## src/rtl/mul28_pkg.sv

```systemverilog
// mul28_pkg: shared constants, FSM state type and column geometry helper for
// the 28x28 column-load sequencer.
package mul28_pkg;

    // Default operand width and compressor latency.
    localparam int DEF_W            = 28;
    localparam int DEF_COMP_LATENCY = 4;

    // Number of partial-product columns and product width at the default width.
    localparam int NCOL = 2 * DEF_W - 1;
    localparam int NRES = 2 * DEF_W;

    // Sequencer states: idle, streaming rows, waiting on the compressor, holding the product.
    typedef enum logic [1:0] {
        IDLE = 2'd0,
        LOAD = 2'd1,
        WAIT = 2'd2,
        HOLD = 2'd3
    } state_t;

    // Depth of the serial shift register in front of column j: the number of
    // partial-product bits that land in that column.
    function automatic int col_height(input int j, input int w = DEF_W);
        int ncol;
        ncol = 2 * w - 1;
        return ((j + 1) < (ncol - j)) ? (j + 1) : (ncol - j);
    endfunction

endpackage

```

## src/rtl/mul28_column_load_sequencer_if.sv

```systemverilog
// mul28_column_load_sequencer_if: operand (in_*) and product (out_*) valid/ready
// channels of the column-load sequencer. The master modport belongs to the
// operand source / product consumer, the slave modport to the sequencer.
interface mul28_column_load_sequencer_if #(
    parameter int W = mul28_pkg::DEF_W
);
    logic           in_valid;
    logic           in_ready;
    logic [W-1:0]   in_a;
    logic [W-1:0]   in_b;
    logic           out_valid;
    logic           out_ready;
    logic [2*W-1:0] out_res;

    modport master (
        output in_valid, in_a, in_b, out_ready,
        input  in_ready, out_valid, out_res
    );

    modport slave (
        input  in_valid, in_a, in_b, out_ready,
        output in_ready, out_valid, out_res
    );

endinterface

```

## src/rtl/mul28_column_load_sequencer_row_gen.sv

```systemverilog
// mul28_row_gen: combinational mapping of one partial-product row onto the
// compressor columns. Row r of a*b is a & {W{b[r]}} placed at column offset r;
// only the W columns it covers get a shift enable.
module mul28_row_gen
    import mul28_pkg::*;
#(
    parameter int W     = DEF_W,
    parameter int ROW_W = $clog2(W)
) (
    input  logic [ROW_W-1:0] row,
    input  logic [W-1:0]     a,
    input  logic [W-1:0]     b,
    output logic [2*W-2:0]   col_bit,
    output logic [2*W-2:0]   col_shift
);

    localparam int COLS = 2 * W - 1;

    logic [COLS-1:0] a_ext;
    logic [COLS-1:0] window;
    logic            b_bit;

    // Shift the multiplicand and a W-wide enable window up to the row offset.
    always_comb begin
        a_ext     = COLS'(a);
        window    = COLS'({W{1'b1}});
        b_bit     = b[row];
        col_shift = window << row;
        col_bit   = (a_ext << row) & {COLS{b_bit}};
    end

endmodule

```

## src/rtl/mul28_column_load_sequencer.sv

```systemverilog
// mul28_column_load_sequencer: accepts an operand pair, streams W partial-product
// rows into the per-column serial shift registers (one row per cycle), waits out
// the compressor latency, then captures and presents the 2W-bit product.
// Optional feature macro: MUL28_SELF_CHECK_EN adds an internal reference
// multiplier and the chk_err / chk_cnt outputs.
module mul28_column_load_sequencer
    import mul28_pkg::*;
#(
    parameter int W            = DEF_W,
    parameter int COMP_LATENCY = DEF_COMP_LATENCY
) (
    input  logic                         clk,
    input  logic                         rst_n,
    mul28_column_load_sequencer_if.slave bus,
    output logic [2*W-2:0]               col_bit,
    output logic [2*W-2:0]               col_shift,
    input  logic [2*W-1:0]               res_in
`ifdef MUL28_SELF_CHECK_EN
    ,
    output logic                         chk_err,
    output logic [15:0]                  chk_cnt
`endif
);

    localparam int COLS  = 2 * W - 1;
    localparam int RES   = 2 * W;
    localparam int ROW_W = $clog2(W);

    localparam logic [ROW_W-1:0] LAST_ROW = ROW_W'(W - 1);
    localparam logic [3:0]       LAT      = 4'(COMP_LATENCY);

    state_t           state_q, state_d;
    logic [ROW_W-1:0] row_q, row_d;
    logic [3:0]       wcnt_q, wcnt_d;
    logic [W-1:0]     a_q, b_q;
    logic             accept;
    logic             capture;
    logic             release_res;

    logic [W-1:0]     gen_a, gen_b;
    logic [COLS-1:0]  gen_bit, gen_shift;
    logic [COLS-1:0]  col_bit_d, col_shift_d;
    logic [COLS-1:0]  col_bit_q, col_shift_q;

    logic             out_valid_q;
    logic [RES-1:0]   out_res_q;

    // Next-state, counter and handshake decode for the sequencer FSM.
    always_comb begin
        // NOTE: every signal written here is given a default first so no path
        // leaves it unassigned, which would otherwise infer a latch.
        state_d     = state_q;
        row_d       = row_q;
        wcnt_d      = wcnt_q;
        accept      = 1'b0;
        capture     = 1'b0;
        release_res = 1'b0;
        case (state_q)
            IDLE: begin
                if (bus.in_valid) begin
                    accept  = 1'b1;
                    row_d   = '0;
                    state_d = LOAD;
                end
            end
            LOAD: begin
                if (row_q == LAST_ROW) begin
                    row_d   = '0;
                    wcnt_d  = '0;
                    state_d = WAIT;
                end else begin
                    row_d = row_q + 1'b1;
                end
            end
            WAIT: begin
                if (wcnt_q == LAT) begin
                    capture = 1'b1;
                    wcnt_d  = '0;
                    state_d = HOLD;
                end else begin
                    wcnt_d = wcnt_q + 1'b1;
                end
            end
            HOLD: begin
                if (bus.out_ready) begin
                    release_res = 1'b1;
                    state_d     = IDLE;
                end
            end
            default: state_d = IDLE;
        endcase
    end

    // Operands come straight from the port on the accept edge (row 0), from
    // the latched copies for the remaining rows.
    always_comb begin
        gen_a = accept ? bus.in_a : a_q;
        gen_b = accept ? bus.in_b : b_q;
    end

    mul28_row_gen #(
        .W     (W),
        .ROW_W (ROW_W)
    ) u_row_gen (
        .row       (row_d),
        .a         (gen_a),
        .b         (gen_b),
        .col_bit   (gen_bit),
        .col_shift (gen_shift)
    );

    // Column drive is only live for cycles that will be spent in LOAD.
    always_comb begin
        col_bit_d   = '0;
        col_shift_d = '0;
        if (state_d == LOAD) begin
            col_bit_d   = gen_bit;
            col_shift_d = gen_shift;
        end
    end

    // FSM state and row / wait counters.
    always_ff @(posedge clk or negedge rst_n) begin
        // NOTE: sequential state uses non-blocking assignments so every
        // register samples the pre-edge values, independent of block order.
        if (!rst_n) begin
            state_q <= IDLE;
            row_q   <= '0;
            wcnt_q  <= '0;
        end else begin
            state_q <= state_d;
            row_q   <= row_d;
            wcnt_q  <= wcnt_d;
        end
    end

    // Operand latch, loaded only on the accept edge.
    always_ff @(posedge clk or negedge rst_n) begin
        // NOTE: these are plain registers, not a memory array, so they take
        // the async reset like the rest of the state.
        if (!rst_n) begin
            a_q <= '0;
            b_q <= '0;
        end else if (accept) begin
            a_q <= bus.in_a;
            b_q <= bus.in_b;
        end
    end

    // Registered column serial bits and shift enables.
    always_ff @(posedge clk or negedge rst_n) begin
        if (!rst_n) begin
            col_bit_q   <= '0;
            col_shift_q <= '0;
        end else begin
            col_bit_q   <= col_bit_d;
            col_shift_q <= col_shift_d;
        end
    end

    // Product capture from the compressor and result-port valid.
    always_ff @(posedge clk or negedge rst_n) begin
        if (!rst_n) begin
            out_valid_q <= 1'b0;
            out_res_q   <= '0;
        end else if (capture) begin
            out_valid_q <= 1'b1;
            out_res_q   <= res_in;
        end else if (release_res) begin
            out_valid_q <= 1'b0;
        end
    end

    assign bus.in_ready  = (state_q == IDLE);
    assign bus.out_valid = out_valid_q;
    assign bus.out_res   = out_res_q;
    assign col_bit       = col_bit_q;
    assign col_shift     = col_shift_q;

`ifdef MUL28_SELF_CHECK_EN
    logic [RES-1:0] exp_q;
    logic           chk_err_q;
    logic [15:0]    chk_cnt_q;

    // Reference product latched at accept and compared with the compressor on capture.
    always_ff @(posedge clk or negedge rst_n) begin
        if (!rst_n) begin
            exp_q     <= '0;
            chk_err_q <= 1'b0;
            chk_cnt_q <= '0;
        end else begin
            if (accept) begin
                exp_q <= RES'(bus.in_a) * RES'(bus.in_b);
            end
            if (capture && (res_in != exp_q)) begin
                chk_err_q <= 1'b1;
                if (chk_cnt_q != 16'hFFFF) begin
                    chk_cnt_q <= chk_cnt_q + 16'd1;
                end
            end
        end
    end

    assign chk_err = chk_err_q;
    assign chk_cnt = chk_cnt_q;
`endif

endmodule
```

## src/flat_wrapper.sv

```systemverilog
// flat-port wrapper written by rule: the top's interface ports become plain ports
module mul28_column_load_sequencer_flat import mul28_pkg::*;
#(
    parameter int W            = DEF_W,
    parameter int COMP_LATENCY = DEF_COMP_LATENCY
)
  (clk, rst_n, col_bit, col_shift, res_in, bus_in_valid, bus_in_a, bus_in_b, bus_out_ready, bus_in_ready, bus_out_valid, bus_out_res);
  mul28_column_load_sequencer_if #(.W(W)) bus_i ();
  input  logic clk;
  input  logic rst_n;
  output logic [2*W-2:0] col_bit;
  output logic [2*W-2:0] col_shift;
  input  logic [2*W-1:0] res_in;
  input wire logic [$bits(bus_i.in_valid)-1:0] bus_in_valid;
  input wire logic [$bits(bus_i.in_a)-1:0] bus_in_a;
  input wire logic [$bits(bus_i.in_b)-1:0] bus_in_b;
  input wire logic [$bits(bus_i.out_ready)-1:0] bus_out_ready;
  output wire logic [$bits(bus_i.in_ready)-1:0] bus_in_ready;
  output wire logic [$bits(bus_i.out_valid)-1:0] bus_out_valid;
  output wire logic [$bits(bus_i.out_res)-1:0] bus_out_res;
  assign bus_i.in_valid = bus_in_valid;
  assign bus_i.in_a = bus_in_a;
  assign bus_i.in_b = bus_in_b;
  assign bus_i.out_ready = bus_out_ready;
  assign bus_in_ready = bus_i.in_ready;
  assign bus_out_valid = bus_i.out_valid;
  assign bus_out_res = bus_i.out_res;
  mul28_column_load_sequencer #(.W(W), .COMP_LATENCY(COMP_LATENCY)) u_core (.clk(clk), .rst_n(rst_n), .bus(bus_i), .col_bit(col_bit), .col_shift(col_shift), .res_in(res_in));
endmodule
```

## config.mk

```make
export PLATFORM = sky130hd
export DESIGN_NAME = mul28_column_load_sequencer_flat
export DESIGN_NICKNAME = d
export VERILOG_FILES = /design/src/rtl/mul28_pkg.sv /design/src/rtl/mul28_column_load_sequencer_if.sv /design/src/rtl/mul28_column_load_sequencer_row_gen.sv /design/src/rtl/mul28_column_load_sequencer.sv /design/src/flat_wrapper.sv
export SDC_FILE = /design/constraint.sdc
export NUM_CORES = 1
export LEC_CHECK = 0
export BUFFER_PORTS_ARGS = -buffer_cell sky130_fd_sc_hd__buf_2
export CORE_UTILIZATION = 48
export DETAILED_ROUTE_END_ITERATION = 16
export PLACE_DENSITY = 0.76
export RECOVER_POWER = 25
export REMOVE_ABC_BUFFERS = 1
export SYNTH_ARGS = -nofsm -noshare
export SYNTH_HDL_FRONTEND = slang
export SYNTH_HIERARCHICAL = 1
export SYNTH_SLANG_ARGS = --single-unit
```

## constraint.sdc

```tcl
create_clock -name clk -period 3.5 [get_ports clk]
set_input_delay 0.875 -clock clk [delete_from_list [all_inputs] [get_ports clk]]
set_output_delay 0.875 -clock clk [all_outputs]
set_load 0.05 [all_outputs]
```

==> results of run 1 <==
==> worst reg2reg max path, stage by stage, from the launching register on <==
cell     delay (ps)
dfrtp_1         390
ha_1            250
and4b_2         300
o31ai_4         360
buf_4           170
mux4_1          600
nor2_2          150
o41ai_2          90
buf_4           160
o31ai_4         270
buf_12          190
buf_4           140
o22ai_1          80
and2_1          150
==> cells in the final DEF, fill, tap and decap left out, types with 4 or more instances in the layout <==
cell type / count
a21o_1: 6
clkinvlp_4: 4
nor2b_1: 5
nand3_1: 11
nand2_1: 36
a31oi_1: 7
buf_2: 282
a22oi_1: 5
buf_12: 5
o21a_1: 4
buf_4: 61
mux2_1: 15
mux2_2: 128
diode_2: 5
bufinv_16: 6
mux2i_1: 22
mux4_2: 23
and2_1: 113
nor2_1: 45
o22a_1: 4
inv_1: 29
clkbuf_16: 25
a21oi_1: 12
nor3_1: 4
o22ai_1: 18
o21ai_0: 19
dfrtp_1: 234
nand2b_1: 6
o22ai_2: 10
==> cells by family (layout without fill, tap and decap cells) <==
kind of cell	count (synthesis)	count (layout)	share of synthesized area
buf+inv	92	430	0.0487
mux	191	191	0.220
compound gates	107	107	0.0715
fa+ha+maj	3	3	0.00343
other cells	0	5	0
flops	234	234	0.534
simple gates	243	243	0.122
==> how the worst max path moves through the flow <==
stage                                     to
final                     u_core/col_bit[17]
after global routing      u_core/col_bit[17]
after CTS                 u_core/col_bit[41]
after detailed placement  u_core/col_bit[16]
after global placement    u_core/col_bit[41]
after floorplan           u_core/col_bit[16]
==> through the flow <==
step	hold WS [ps]	util	worst slack (ps)	cell area, um^2	TNS [ps]
after global placement	463	0.587	-224	13000	-2690
after detailed placement	471	0.587	-253	13000	-3760
after global routing	501	0.629	-27.0	13900	-153
final	480	0.629	94.3	13900	0
after CTS	334	0.628	18.1	13900	0
after floorplan	466	-	-5280	10500	-378500
==> per-layer routing <==
layer,routed length (um),vias to the layer above,global-route usage
met5,13,-,0
met2,14900,281,0.444
li1,-,3669,-
met1,11400,3936,0.295
met4,1290,2,0.114
met3,1900,73,0.0525
==> timing repair <==
action | in CTS | in global routing
hold buffers | 0 | 0
endpoints found under the setup margin | 1 | 21
setup buffers | 0 | 2
endpoints found under the hold margin | 0 | 0
pin swaps | 0 | 1
resized for setup | 1 | 7
==> sequential cells by signal, indices dropped and copies added (netlist names) <==
name,flops
u_core/col_shift,55
u_core/state_q,2
u_core/col_bit,55
u_core/a_q,28
u_core/b_q,28
u_core/wcnt_q,4
u_core/bus.out_valid,1
u_core/row_q,5
u_core/bus.out_res,56
==> synthesized netlist by cell type, types with 3 or more instances <==
library cell,instances
dfrtp_1,234
mux2_2,128
and2_1,114
nor2_1,46
nand2_1,36
inv_1,29
mux2i_1,23
mux4_2,23
o21ai_0,20
o22ai_1,18
buf_6,17
clkbuf_1,15
mux2_1,15
buf_2,13
a21oi_1,12
nand3_1,11
clkbuf_2,10
o22ai_2,10
a31oi_1,7
a21o_1,6
nand2b_1,6
a22oi_1,5
nor2b_1,5
nor3_1,4
o21a_1,4
o22a_1,4
buf_1,3
ha_1,3
nand3b_1,3
or2_2,3
==> cell type report <==
class / instances / area share
Antenna cell: 5 / 0.000900
Clock buffer: 26 / 0.0460
Clock inverter: 19 / 0.0202
Inverter: 31 / 0.00837
Multi-Input combinational cell: 544 / 0.331
Sequential cell: 234 / 0.421
Tap cell: 280 / 0.0252
Timing Repair Buffer: 354 / 0.147
==> impl_metrics.toml, run 1 <==
[outcome]
status = "finished with violations"
violations = "max-capacitance violations, max-slew violations"

[placement]
gp_congestion = 0.871
dp_cells = 1441
io_buffers = 283
hpwl_mm = 21.5

[run]
max_cap_violations = 1

[yosys]
seq_area_frac_synth = 0.534
ys.flop_type = "dfrtp_1"
ys_warn_count = 6
ys_types = 62
ys_ff_latch = 234
netlist_area_um2 = 11000
async_flop_share = 1.00
yosys-top-cells-area = "dfrtp_1 53%, mux2_2 13%, and2_1 6.5%, mux4_2 4.7%, mux2i_1 2.1%"
synth_largest_area_cell = "dfrtp_1"
postSynthCellCount = 870
synth_edf_count = 0
synth.top_cell.area_share = 0.534
syn_avg_cell_area_um2 = 12.6

[worst_setup_path]
path_depth = 13
end_kind = "flop"
worst-setup-path-type = "flop to flop"
r2r_end = "u_core/col_bit[17]"
path_max_fanout = 15
slowest_stage = "mux4_1"
reg2reg_slack_ps = 90
crit_buf_inv = 4
worst_path_most_repeated_cell = "buf_4"
cp-start-kind = "flop"
crit_arrival_ps = 3810
slowest_delay_ps = 600
rr_worst_depth = 13
rr_startpoint = "u_core/row_q[0]"
cp_data_required_time_ps = 3900
startpoint = "u_core/row_q[0]"
path_cells = "ha_1 > and4b_2 > o31ai_4 > buf_4 > mux4_1 > nor2_2 > o41ai_2 > buf_4 > o31ai_4 > buf_12 > buf_4 > o22ai_1 > and2_1"
critPathTopFamily = "compound AO/OA/AOI/OAI gates"

[drt]
wl_per_cell_um = 19.7
postRouteWirelength_mm = 29.5
first_iter_violations = 412
vias_per_cell = 5.33
route.detailed.drc = 0
firstDrtPassIters = 5
dr_total_vias = 7961
ant_nets = 0

[min_path]
worst_hold_path_type = "flop to flop"
hp-start = "u_core/bus.out_res[54]"
hold_path_end = "u_core/bus.out_res[54]"
whs_path_depth = 1

[cells_and_area]
multi_input_area_um2 = 4610
final_nets = 1309
drive_above_1_share = 0.481
fill_cells = 1736
area_growth_pct = 26.9
regArea_um2 = 5860
final_cells = 1493

[floorplanning]
die_h_um = 153
start_util = 0.496
io_pins = 284
rows = 54
die_area_um2 = 23400
fp.dieW_um = 153
core_um2 = 22100

[timing]
finalCritPeriodShare = 0.973
maxSlewViolCount = 73
final.setup_skew_ps = 21.4
finalSetupViolations = 0
slew-limit-headroom = -0.207
worst_pin_slew_ps = 1810
hold_viol_final = 0
fmax_mhz = 294
post-route-min-period_ps = 3410

[clocking]
cts_buffers = 25
clk_pin_slew_ps = 70
clkSinkCount = 234
cts-root-buf = "clkbuf_16"
cts_htree_levels = 1
clockBufferDepth = 3
cts_tree = "yes"
clk_latency_ps = 520

[grt]
grt_pass1_wl_mm = 45.8
track_usage = 0.252
grt_max_degree = 87
grt_pass1_vias = 8303
grt_antenna_before_repair = 5
gr-total-overflow = 0
Power of run 1 is not shown: default switching activity piles up to over one toggle a cycle in this logic, so the estimate is an artifact.
==> run 2, diff against run 1 <==
Settings changed: RECOVER_POWER 25 to default.
==> run 2 against run 1 <==
The run now ends clean. Clock skew hardly changed. Wire length hardly changed. Global-route usage is the same. Final area increased by 0.25%. Sequential share of layout area down 0.11 points. Utilization rose by 0.16 points. Fmax about the same. Largest cell class unchanged.
==> impl_metrics.toml, run 2 (synthesis gave the netlist of run 1 again) <==
[outcome]
status = "completed"

[worst_setup_path]
rr_worst_depth = 13
path_max_fanout = 15
worst-setup-path-type = "flop to flop"
crit_arrival_ps = 3810
end_kind = "flop"
cp_data_required_time_ps = 3900
rr_startpoint = "u_core/row_q[0]"
cp-start-kind = "flop"
r2r_end = "u_core/col_bit[17]"
reg2reg_slack_ps = 90

[cells_and_area]
largest_reg_flops = 56
final_common_cell = "buf_2"
area_growth_pct = 27.2
final_nets = 1309
final_cells = 1493
fill_cells = 1732
drive_above_1_share = 0.481
final_cell_mix = "282 x buf_2, 234 x dfrtp_1, 128 x mux2_2, 113 x and2_1, 61 x buf_4"

[grt]
met3_usage = 0.0525
grt_antenna_before_repair = 5
grt_pass1_vias = 8303
grt_max_degree = 87
grt_pass1_wl_mm = 45.8
gr-total-overflow = 0
track_usage = 0.252
use_met1 = 0.295
met2_usage = 0.444
grt_busiest_layer = "met2"

[floorplanning]
rows = 54
io_pins = 284
fp.dieW_um = 153
core_um2 = 22100
start_util = 0.496
die_h_um = 153
die_area_um2 = 23400

[timing]
finalSetupViolations = 0
hold_viol_final = 0
post-route-min-period_ps = 3410
fmax_mhz = 294
finalCritPeriodShare = 0.973
maxSlewViolCount = 0
slew-limit-headroom = 0.556
worst_pin_slew_ps = 660
final.setup_skew_ps = 21.8

[min_path]
worst_hold_path_type = "input pin to async pin"

[drt]
vias_per_cell = 5.33
first_iter_violations = 413
route.detailed.drc = 0
wl_per_cell_um = 19.7
postRouteWirelength_mm = 29.5
ant_nets = 0
firstDrtPassIters = 5
dr_total_vias = 7956

[clocking]
clk_pin_slew_ps = 70
cts-root-buf = "clkbuf_16"
cts_htree_levels = 1
hold_buffers = 0
cts_buffers = 25
clkSinkCount = 234
clk_latency_ps = 520
cts_tree = "yes"
clockBufferDepth = 3

[placement]
gp_congestion = 0.871
dp_cells = 1441
io_buffers = 283
hpwl_mm = 21.5

[run]
max_cap_violations = 0
run 2: changes by cell type in the layout (fill, tap and decap cells not counted), sizes merged:
cell,change
clkbuf,-3
buf,+3
run 2: layer usage:
metal  vias up  share of wire
met3        73          0.065
li1       3668              -
met5         -        0.00044
met4         2          0.044
met1      3936           0.39
met2       277           0.50
run 2: metrics by stage:
| stage | hold slack, ps | setup slack [ps] | setup TNS (ps) | util | area [um^2] |
|---|---|---|---|---|---|
| after floorplan | 466 | -5280 | -378500 | - | 10500 |
| after global routing | 356 | -27.0 | -153 | 0.631 | 13900 |
| after global placement | 463 | -224 | -2690 | 0.587 | 13000 |
| after detailed placement | 471 | -253 | -3760 | 0.587 | 13000 |
| after CTS | 334 | 18.1 | 0 | 0.628 | 13900 |
| final | 321 | 93.6 | 0 | 0.631 | 13900 |
run 2: repair_timing:
item	in CTS	in global routing
pin swaps	0	1
resized for setup	1	7
endpoints found under the setup margin	1	21
setup buffers	0	2
run 2: worst max path at each step:
| stage | startpoint | slack (ps) | to |
|---|---|---|---|
| 2_1_floorplan | u_core/row_q[0] | -5280 | u_core/col_bit[16] |
| 3_3_place_gp | bus_in_valid | -220 | u_core/col_bit[41] |
| 3_5_place_dp | bus_in_valid | -250 | u_core/col_bit[16] |
| 4_1_cts | u_core/row_q[0] | 20 | u_core/col_bit[41] |
| 5_1_grt | u_core/row_q[0] | -30 | u_core/col_bit[17] |
| 6_report | u_core/row_q[0] | 90 | u_core/col_bit[17] |
run 2: worst max-delay path, cell delays in order, from the launching register on:
cell and delay, ps:
dfrtp_1 390, ha_1 250, and4b_2 300, o31ai_4 360, buf_4 170, mux4_1 600, nor2_2 150, o41ai_2 90
buf_4 160, o31ai_4 270, buf_12 190, buf_4 130, o22ai_1 80, and2_1 150
run 2: final cells by class:
| type | count | area (um^2) | area share |
|---|---|---|---|
| timing repair buffer | 354 | 2070 | 0.149 |
| sequential | 234 | 5860 | 0.420 |
| tap | 280 | 350 | 0.0251 |
| clock inverter | 19 | 280 | 0.0201 |
| inverter | 31 | 116 | 0.00835 |
| clock buffer | 26 | 639 | 0.0459 |
| antenna | 5 | 12.5 | 0.000898 |
| multi-input combinational | 544 | 4610 | 0.331 |
Power of run 2 is left out for the same reason.
